--- config.mk ---
export PLATFORM = sky130hd
export DESIGN_NAME = reg_range_reader
export DESIGN_NICKNAME = d
export VERILOG_FILES = /design/src/rtl/reg_range_reader.sv
export SDC_FILE = /design/constraint.sdc
export NUM_CORES = 1
export LEC_CHECK = 0
export BUFFER_PORTS_ARGS = -buffer_cell sky130_fd_sc_hd__buf_2
export CAP_MARGIN = 20
export CORE_MARGIN = 2
export CORE_UTILIZATION = 45
export CTS_BUF_LIST = sky130_fd_sc_hd__clkbuf_16
export DETAILED_ROUTE_END_ITERATION = 8
export PLACE_DENSITY = 0.76
export SLEW_MARGIN = 20
export SYNTH_ARGS = -nofsm -noshare
export SYNTH_HDL_FRONTEND = slang
export SYNTH_SLANG_ARGS = --single-unit
--- constraint.sdc ---
create_clock -name Clock -period 6.31 [get_ports Clock]
set_input_delay 1.262 -clock Clock [delete_from_list [all_inputs] [get_ports Clock]]
set_output_delay 1.262 -clock Clock [all_outputs]
set_load 0.01 [all_outputs]
--- src/rtl/reg_range_reader.sv ---
// reg_range_reader
//
// Sequential read initiator for a 32-entry register file. A start command
// latches an inclusive index range [addr_lo, addr_hi]. The range is then
// walked two registers per beat through read ports Ra/Rb. Each beat is
// streamed out under a valid/ready handshake.
//
// Ports
//   Clock, Reset_n          : clock; synchronous active-low reset
//   start, addr_lo, addr_hi : command strobe and inclusive range (IDLE only)
//   Ra, Rb                  : register-file read addresses
//   busA, busB              : register-file read data for Ra / Rb
//   out_valid, out_ready    : beat handshake
//   out_addr                : index of out_dataA
//   out_dataA, out_dataB    : register values (out_dataB is 0 when out_two=0)
//   out_two                 : out_dataB carries a real register
//   busy                    : command in progress
//   done, err               : one-cycle end-of-command pulse; err = bad range
module reg_range_reader #(
    parameter int DATA_W = 32
) (
    input  logic              Clock,
    input  logic              Reset_n,
    input  logic              start,
    input  logic [4:0]        addr_lo,
    input  logic [4:0]        addr_hi,
    output logic [4:0]        Ra,
    output logic [4:0]        Rb,
    input  logic [DATA_W-1:0] busA,
    input  logic [DATA_W-1:0] busB,
    output logic              out_valid,
    input  logic              out_ready,
    output logic [4:0]        out_addr,
    output logic [DATA_W-1:0] out_dataA,
    output logic [DATA_W-1:0] out_dataB,
    output logic              out_two,
    output logic              busy,
    output logic              done,
    output logic              err
);

    typedef enum logic [1:0] {IDLE, WAIT, SEND} state_t;

    state_t            state_q, state_d;
    logic [4:0]        cur_q, cur_d;
    logic [4:0]        hi_q, hi_d;
    logic [4:0]        ra_q, ra_d;
    logic [4:0]        rb_q, rb_d;
    logic              valid_q, valid_d;
    logic [4:0]        addr_q, addr_d;
    logic [DATA_W-1:0] data_a_q, data_a_d;
    logic [DATA_W-1:0] data_b_q, data_b_d;
    logic              two_q, two_d;
    logic              done_q, done_d;
    logic              err_q, err_d;

    // Next pair base, widened to 6 bits so that hi=31 ends the walk
    // instead of wrapping back to index 0 or 1.
    logic [5:0] nxt;
    assign nxt = {1'b0, cur_q} + 6'd2;

    always_comb begin
        state_d  = state_q;
        cur_d    = cur_q;
        hi_d     = hi_q;
        ra_d     = ra_q;
        rb_d     = rb_q;
        valid_d  = valid_q;
        addr_d   = addr_q;
        data_a_d = data_a_q;
        data_b_d = data_b_q;
        two_d    = two_q;
        done_d   = 1'b0;
        err_d    = 1'b0;

        unique case (state_q)
            IDLE: begin
                if (start) begin
                    if (addr_lo <= addr_hi) begin
                        hi_d    = addr_hi;
                        cur_d   = addr_lo;
                        ra_d    = addr_lo;
                        // A single-register tail points Rb at Ra rather
                        // than past the end of the range.
                        rb_d    = (addr_lo < addr_hi) ? addr_lo + 5'd1 : addr_lo;
                        state_d = WAIT;
                    end else begin
                        done_d = 1'b1;
                        err_d  = 1'b1;
                    end
                end
            end
            WAIT: begin
                // Ra/Rb were driven on the previous edge; the buses have
                // settled by now.
                addr_d   = cur_q;
                data_a_d = busA;
                two_d    = (cur_q < hi_q);
                data_b_d = (cur_q < hi_q) ? busB : '0;
                valid_d  = 1'b1;
                state_d  = SEND;
            end
            SEND: begin
                if (valid_q && out_ready) begin
                    valid_d = 1'b0;
                    if (nxt > {1'b0, hi_q}) begin
                        done_d  = 1'b1;
                        state_d = IDLE;
                    end else begin
                        cur_d   = nxt[4:0];
                        ra_d    = nxt[4:0];
                        rb_d    = (nxt < {1'b0, hi_q}) ? nxt[4:0] + 5'd1 : nxt[4:0];
                        state_d = WAIT;
                    end
                end
            end
            default: state_d = IDLE;
        endcase
    end

    always_ff @(posedge Clock) begin
        if (!Reset_n) begin
            state_q  <= IDLE;
            cur_q    <= '0;
            hi_q     <= '0;
            ra_q     <= '0;
            rb_q     <= '0;
            valid_q  <= 1'b0;
            addr_q   <= '0;
            data_a_q <= '0;
            data_b_q <= '0;
            two_q    <= 1'b0;
            done_q   <= 1'b0;
            err_q    <= 1'b0;
        end else begin
            state_q  <= state_d;
            cur_q    <= cur_d;
            hi_q     <= hi_d;
            ra_q     <= ra_d;
            rb_q     <= rb_d;
            valid_q  <= valid_d;
            addr_q   <= addr_d;
            data_a_q <= data_a_d;
            data_b_q <= data_b_d;
            two_q    <= two_d;
            done_q   <= done_d;
            err_q    <= err_d;
        end
    end

    assign Ra        = ra_q;
    assign Rb        = rb_q;
    assign out_valid = valid_q;
    assign out_addr  = addr_q;
    assign out_dataA = data_a_q;
    assign out_dataB = data_b_q;
    assign out_two   = two_q;
    assign busy      = (state_q != IDLE);
    assign done      = done_q;
    assign err       = err_q;

endmodule

==> impl_results.md, run 1 <==
* Number of placed cells counting well taps at around 700
* Final Hold Violating Endpoints at 0
* Number of buffer cells added on primary ports at between 150 and 200
* Yosys synthesis warning count at 0
* Reg2reg setup slack at between 3 and 4 ns
* Number of buffers inserted by hold repair at cts at 0
* Fill cells at 742
* Final cell area excluding filler cells at 0.00492 mm^2
* Outcome: finished clean
* Synthesized netlist net count at 546
* Routability congestion estimate at 0.857
* CTS tree: yes
* Slowest cell on the critical path: sky130_fd_sc_hd__a211o_1
* EDFF count, synth at 0
* Initial cell density of the core at about 46%
* Placed cell area at between 0.004 and 0.005 mm^2
* Part of the cycle the worst path needs at between 50 and 60%
* Synth-to-Final Area Change at 29.4%
* Syn_area_per_cell at between 8 and 9 um^2
* Via count of the first global-routing pass at 3221
* Die Width at around 96 um
* Y dimension of the die at approximately 96 um
* Number of sinks on the clock net at 90
* Netlist area before placement at 0.00380 mm^2
* Maximum number of pins on one net before global-route repair at 82
* Predominant post-synthesis flop cell: sky130_fd_sc_hd__dfxtp_1
* Worst hold slack at 0.453 ns
* Nets at between 600 and 700
* Number of violations of the max-capacitance limit at 0
* Via total after detailed routing at about 3600
* CTS clk-pin slew, worst paths at around 0.060 ns
* Placeable core area at 0.00822 mm^2
* Area occupied by multi-input gates at 0.00182 mm^2
* Buffer count from post-CTS setup fixing at 0
* Path type of the worst setup path: input port to register
* Leak Pwr at between 2 and 2.5 nW
* Critical Path Start Type: input port
* Number of flip-flops and latches in the synthesized netlist at 90
* Number of buffers created by CTS at 9
* Number of nets still failing antenna checks after routing at 0
* Sequential element share of the synthesized area at ~47%
* Data required time of the critical path at about 6.6 ns
* Global route total overflow at 0
* All-layer global routing usage at 20.5%
* Post-cts resize count at 0
* Data arrival at the endpoint of the critical path at ~3.5 ns
* Post-Route Skew at roughly 0.008 ns
* Final Non-Filler Cells at between 700 and 800
* Clk_lat worst skew at approximately 0.32 ns
* Delay of the slowest cell on the worst path at around 0.46 ns
* Diode insertion count for antenna repair at 0
* Die Area at approximately 0.0092 mm^2
* Post-synthesis instance total at between 400 and 500
* Final count of pins violating max slew at 0
* Maximum count of clock buffers along a single path at 2
* Antenna violations before repair at 0
* Detailed router's first-iteration violation count at roughly 110
* Number of levels the H-tree was split into at 3
* Relative slew margins at a little over two fifths
* Final setup fails at 0
* Average wire per standard cell at 13.4 um
* Crit-path cells: buf_2 > ha_1 > a21oi_1 > nand2_1 > o21ai_2 > a211o_1 > o21ai_0 > a221oi_2
* Final total negative setup slack at 0 ns
* Global-route wire length before repair at between 10000 and 15000 um
* Maximum fanout along the worst path at 16
* Fraction of layout cells with a size suffix above 1 at around a third
* Pwr dens at between 200 and 300 mW/mm^2
* CTS Root Buffer Type: sky130_fd_sc_hd__clkbuf_16
* Io pins at about 160
* Unique cell type count in the Yosys netlist at between 40 and 50
* Setup repair after global routing missed its margin: false
* Sort of element at the end of the critical path: register
* Number of core rows at 33
* DRC violation count after routing at 0
* Area of all sequential standard cells at around 0.0018 mm^2
* Maximum clock frequency at 304 MHz
* Share of synthesized flip-flops with an asynchronous set or reset at 0%
* Path class of the lowest-slack min-delay path: register to register
* Transition time at the pin with the least slew margin at 0.844 ns
* Routed wire length at ~9500 um
* Vias per inst at 5.06
* Maximum VDD drop at ~0.13 mV
* Final min period at ~3.3 ns
* Number of search-and-repair iterations in the first detailed-routing pass at 4
* Sum of net half-perimeters after detailed placement at a little under 7000 um
[area by class of cell]
cell class              count  share of cell area (%)
multi-input cells         316                    37.0
clock buffers               9                    4.58
repair buffers            165                    17.0
flip-flops and latches     90                    36.6
clock inverters             7                    1.07
inverters                  15                    1.14
well taps                 105                    2.67
[registers in the layout (all words and copies together) (netlist names)]
name,cells
state_q,2
out_addr,5
out_dataA,32
Ra,5
done,1
out_valid,1
out_dataB,32
err,1
hi_q,5
out_two,1
Rb,5
[final timing paths]
path              depth (start not counted)                       from                         to
setup reg to reg                          9         Ra[2]$_SDFFE_PN0P_         Ra[1]$_SDFFE_PN0P_
hold reg to reg                           2  out_dataA[5]$_SDFFE_PN0P_  out_dataA[5]$_SDFFE_PN0P_
hold / removal                            2  out_dataA[5]$_SDFFE_PN0P_  out_dataA[5]$_SDFFE_PN0P_
setup / recovery                          8                 addr_lo[4]         Ra[1]$_SDFFE_PN0P_
[logic make-up (layout without fill, tap and decap cells)]
kind of cell / count (synthesis) / after routing / synth area share (%)
and+or+nand+nor: 179 / 179 / 19.8
AOI/OAI and AO/OA: 100 / 100 / 17.0
DFF: 90 / 90 / 47.4
buffers and inverters: 44 / 196 / 5.16
adders and majority gates: 18 / 18 / 5.92
muxes: 10 / 10 / 2.70
xor gates and xnor gates: 9 / 9 / 2.07
[worst max-delay path, delay by kind of cell]
family / cells / cell delay [ns]
compound gates: 5 / 1.67
simple gates: 1 / 0.11
buf+inv: 1 / 0.12
fa+ha+maj: 1 / 0.34
[metrics by stage]
step / utilization [%] / total power [W] / worst slack, ns
final: 59.9 / 0.00136 / 3.03
after global routing: 59.9 / 0.00143 / 2.81
after CTS: 59.9 / 0.00138 / 3.07
after detailed placement: 56.5 / 0.000881 / 2.74
after global placement: 56.5 / 0.000873 / 2.85
after floorplan: - / 0.000800 / 3.33
[Yosys cell counts (3+ instances only)]
cell,instances,share of area [%]
sky130_fd_sc_hd__xor2_1,4,0.92
sky130_fd_sc_hd__clkbuf_1,21,2.1
sky130_fd_sc_hd__a21oi_1,43,5.7
sky130_fd_sc_hd__o21ai_0,6,0.79
sky130_fd_sc_hd__nand3_1,5,0.66
sky130_fd_sc_hd__a21o_1,3,0.59
sky130_fd_sc_hd__a22oi_1,32,6.3
sky130_fd_sc_hd__nand4_1,7,1.2
sky130_fd_sc_hd__and3_1,4,0.66
sky130_fd_sc_hd__o211ai_1,3,0.59
sky130_fd_sc_hd__inv_1,14,1.4
sky130_fd_sc_hd__nor2_1,55,5.4
sky130_fd_sc_hd__buf_2,4,0.53
sky130_fd_sc_hd__dfxtp_1,90,47
sky130_fd_sc_hd__mux2i_1,8,2.1
sky130_fd_sc_hd__nand2_1,94,9.3
sky130_fd_sc_hd__nor2b_1,4,0.66
sky130_fd_sc_hd__ha_1,18,5.9
sky130_fd_sc_hd__nand2b_1,4,0.66
sky130_fd_sc_hd__xnor2_1,5,1.2
[layer usage]
layer  up-vias  global-route usage (%)  routed length [um]
li1       1818                       -                   -
met1      1624                    26.5                4120
met2       128                    32.4                4530
met3         8                    7.44                 706
met4         0                    5.95                 125
met5         -                       0                   0
[placed cells by master, fill, tap and decap left out, drive strengths merged, types with 3 or more instances in the layout]
cell and n:
a31o 3, o211ai 3, xor2 4, nor2b 4, nor2 55, clkinv 3, buf 165, xnor2 5
a21o 3, a22oi 32, o21ai 7, nand2b 4, nand2 94, mux2i 8, and3 5, a21oi 43
nand4 7, clkbuf 9, ha 18, nand3 5, inv 17, dfxtp 90
[power by group]
part           total, W  leakage [nW]  switching, W  internal (W)
Combinational  0.000245          1.46      0.000139      0.000105
Clock          0.000493         0.131      0.000223      0.000270
Sequential     0.000623         0.731     0.0000225      0.000601
Power figures use the tool's default switching activity.
==> inputs of run 2 (changes only) <==
CORE_UTILIZATION = 43   (was 45)
clock period = 2.8 ns   (was 6.31 ns; I/O delays follow)
==> run 2 against run 1 <==
Sequential power increased by 120%. Critical path type is now register to register. Cell area increased by 2.9%. Hold slack got worse by 0.0019 ns. Critical endpoint is now Rb[2]$_SDFFE_PN0P_. Worst setup slack got worse by 2.8 ns.
==> impl_results.md, run 2 (synthesis results as in run 1) <==
* Outcome: finished clean
* Startpoint of the worst hold path: out_dataA[12]$_SDFFE_PN0P_
* Critical Path Start Type: register
* Proportion of power drawn by the clock network at 39.6% (+3.4 points)
* Detailed router's first-iteration violation count at 139 (+24%)
* Io pins at 162 (unchanged)
* Diode insertion count for antenna repair at 0 (unchanged)
* Number of buffers created by CTS at 9 (unchanged)
* Routed wire length at 9840 um (+3.8%)
* Nets at 701 (+1.2%)
* Slowest cell on the critical path: sky130_fd_sc_hd__a2111oi_1
* Final Hold Violating Endpoints at 0 (unchanged)
* Final min period at approximately 2.6 ns
* Part of the cycle the worst path needs at a little over 90%
* Vias per inst at 5.08 (+0.42%)
* All-layer global routing usage at 20.5% (-0.053 points)
* Number of buffers inserted by hold repair at cts at 0 (unchanged)
* DRC violation count after routing at 0 (unchanged)
* Path type of the worst setup path: register to register
* Global-route wire length before repair at 16400 um (+9.8%)
* Utilization after layout at 58.6% (-1.3 points)
* Combinational cell fraction of total power at 18.0% (about the same)
* Buffer count from post-CTS setup fixing at 0 (unchanged)
* Number of buffer cells added on primary ports at 161 (unchanged)
* Via count of the first global-routing pass at 3570 (+11%)
* Data required time of the critical path at 3.04 ns (-3.51 ns)
* Share of total power in sequential cells at 42.4% (-3.4 points)
* Worst slack after detailed placement at 0.0747 ns (-2.66 ns)
* Routability congestion estimate at 1.02 (+19%)
* Worst Reg-to-Reg Cells at 9 (unchanged)
* Sum of net half-perimeters after detailed placement at 7270 um (+6.1%)
* Sort of element at the end of the critical path: register
* Setup WS post-layout at 0.193 ns (-2.83 ns)
* Maximum VDD drop at 0.415 mV (+220%)
* CTS tree: yes
* Hold EP: out_dataA[12]$_SDFFE_PN0P_
* Final count of pins violating max slew at 0 (unchanged)
* Hold-critical path depth at 2 (unchanged)
* Data arrival at the endpoint of the critical path at 2.84 ns (-0.68 ns)
* Pwr dens at 650 mW/mm^2 (+140%)
* Final total negative setup slack at 0 ns (unchanged)
* Maximum number of pins on one net before global-route repair at 71 (-13%)
* Fill cells at 788 (+6.2%)
* Die Width at 98.1 um (+2.2%)
* Number of sinks on the clock net at 90 (unchanged)
* Worst hold slack at 0.451 ns (-0.00190 ns)
* Y dimension of the die at 98.1 um (+2.2%)
* Number of nets still failing antenna checks after routing at 0 (unchanged)
* Relative slew margins at 53.8% (+10 points)
* Most frequent standard cell in the layout excluding fill and tap cells: sky130_fd_sc_hd__buf_2
* Maximum clock frequency at approximately 380 MHz
* Leak Pwr at 2.40 nW (+3.6%)
* Synth-to-Final Area Change at 33.1%
* Int Power at 0.00240 W (+150%)
* Number of levels the H-tree was split into at 3 (unchanged)
* CTS clk-pin slew, worst paths at 0.07 ns (about the same)
* Cell type with the highest occurrence count on the critical path: sky130_fd_sc_hd__ha_1
* Fraction of layout cells with a size suffix above 1 at 33.4% (+1.4 points)
* Final setup fails at 0 (unchanged)
* Crit-path cells: ha_1 > xor2_1 > ha_1 > a21o_1 > a2111oi_1 > nand2_1 > xnor2_1 > nor2_1 > o32ai_1
* Global route total overflow at 0 (unchanged)
* Maximum fanout along the worst path at 5 (-11)
* Area occupied by multi-input gates at 0.00184 mm^2 (+0.96%)
* Area of all sequential standard cells at 0.00180 mm^2 (about the same)
* RR Endpoint: Rb[2]$_SDFFE_PN0P_
* Number of core rows at 34 (+3.0%)
* Switching Share at 27.0% (-1.3 points)
* Via total after detailed routing at 3649 (+2.0%)
* Commonest non-fill, non-tap cells in the layout: sky130_fd_sc_hd__buf_2, sky130_fd_sc_hd__nand2_1, sky130_fd_sc_hd__dfxtp_1
* Delay of the slowest cell on the worst path at 0.53 ns (+0.07 ns)
* Post-Route Skew at 0.0100 ns (+0.00209 ns)
* Die Area at 0.00962 mm^2 (+4.5%)
* Power spent charging and discharging nets at 0.000888 W (+130%)
* Path class of the lowest-slack min-delay path: register to register
* Initial cell density of the core at 44.1% (-2.2 points)
* Number of search-and-repair iterations in the first detailed-routing pass at 5 (+1)
* Clk_lat worst skew at 0.33 ns (about the same)
* Reg2reg setup slack at 0.19 ns (-2.98 ns)
* CTS Root Buffer Type: sky130_fd_sc_hd__clkbuf_16
* Transition time at the pin with the least slew margin at 0.693 ns (-0.151 ns)
* Average wire per standard cell at 13.7 um (+2.2%)
* Placeable core area at 0.00864 mm^2 (+5.1%)
* Number of violations of the max-capacitance limit at 0 (unchanged)
* Setup repair after global routing missed its margin: false
* Startpoint of the worst register-to-register path: Ra[2]$_SDFFE_PN0P_
* Maximum count of clock buffers along a single path at 2 (unchanged)
* Antenna violations before repair at 0 (unchanged)
## run 2: cell count changes in the layout (fill, tap and decap cells not counted), sizes merged
cell	previous run	this run
buf	165	173
bufinv	0	2
clkinvlp	2	1
clkinv	3	0
inv	17	19
## run 2: worst max path at each step
stage | start | endpoint | slack (ns) | depth (start not counted)
floorplan | Ra[1]$_SDFFE_PN0P_ | Ra[3]$_SDFFE_PN0P_ | 0.17 | 12
global placement | Ra[1]$_SDFFE_PN0P_ | Rb[2]$_SDFFE_PN0P_ | 0.28 | 9
detailed placement | Ra[1]$_SDFFE_PN0P_ | Ra[1]$_SDFFE_PN0P_ | 0.07 | 9
CTS | Ra[1]$_SDFFE_PN0P_ | Ra[1]$_SDFFE_PN0P_ | 0.01 | 9
global route | Ra[1]$_SDFFE_PN0P_ | Rb[4]$_SDFFE_PN0P_ | 0.02 | 11
finish | Ra[2]$_SDFFE_PN0P_ | Rb[2]$_SDFFE_PN0P_ | 0.19 | 9
## run 2: power by group through the flow
stage	logic, W	clock network (W)	registers (W)
4_1_cts	0.000590	0.00134	0.00140
5_1_grt	0.000661	0.00139	0.00141
2_1_floorplan	0.000348	0	0.00146
3_5_place_dp	0.000585	0	0.00142
3_3_place_gp	0.000569	0	0.00142
6_report	0.000591	0.00130	0.00140
## run 2: through the flow
step	power, W	cell area [um^2]	std cells
floorplan	0.00180	3800	450
global placement	0.00199	4720	702
detailed placement	0.00201	4720	702
CTS	0.00333	5050	718
finish	0.00329	5060	718
global route	0.00346	5060	718
## run 2: what timing repair did
action / CTS / global route
setup endpoints to repair: 1 / 9
resized for setup: 1 / 4
pin swaps: 0 / 0
## run 2: worst max-delay path: cells and delay by family, from the launching register on
family,cells,cell delay [ns]
AO/OA/AOI/OAI,3,1.01
adder cells (fa/ha/maj),2,0.55
flip-flops,1,0.39
XOR/XNOR,2,0.37
AND/OR/NAND/NOR,2,0.19
## run 2: metal layers
layer / wire [um] / track usage [%] / share of wire [%] / up-vias
met3: 709 / 5.37 / 7.2 / 16
met4: 189 / 6.73 / 1.9 / 0
met2: 4690 / 34.1 / 48 / 139
met5: 0 / 0 / 0 / -
met1: 4250 / 25.9 / 43 / 1665
li1: - / - / - / 1829
## run 2: layout make-up
| class | count | area share [%] |
|---|---|---|
| inverters | 15 | 1.11 |
| clock inverters | 7 | 1.98 |
| flip-flops and latches | 90 | 35.6 |
| well taps | 108 | 2.67 |
| clock buffers | 9 | 4.45 |
| multi-input cells | 316 | 36.3 |
| repair buffers | 173 | 17.9 |
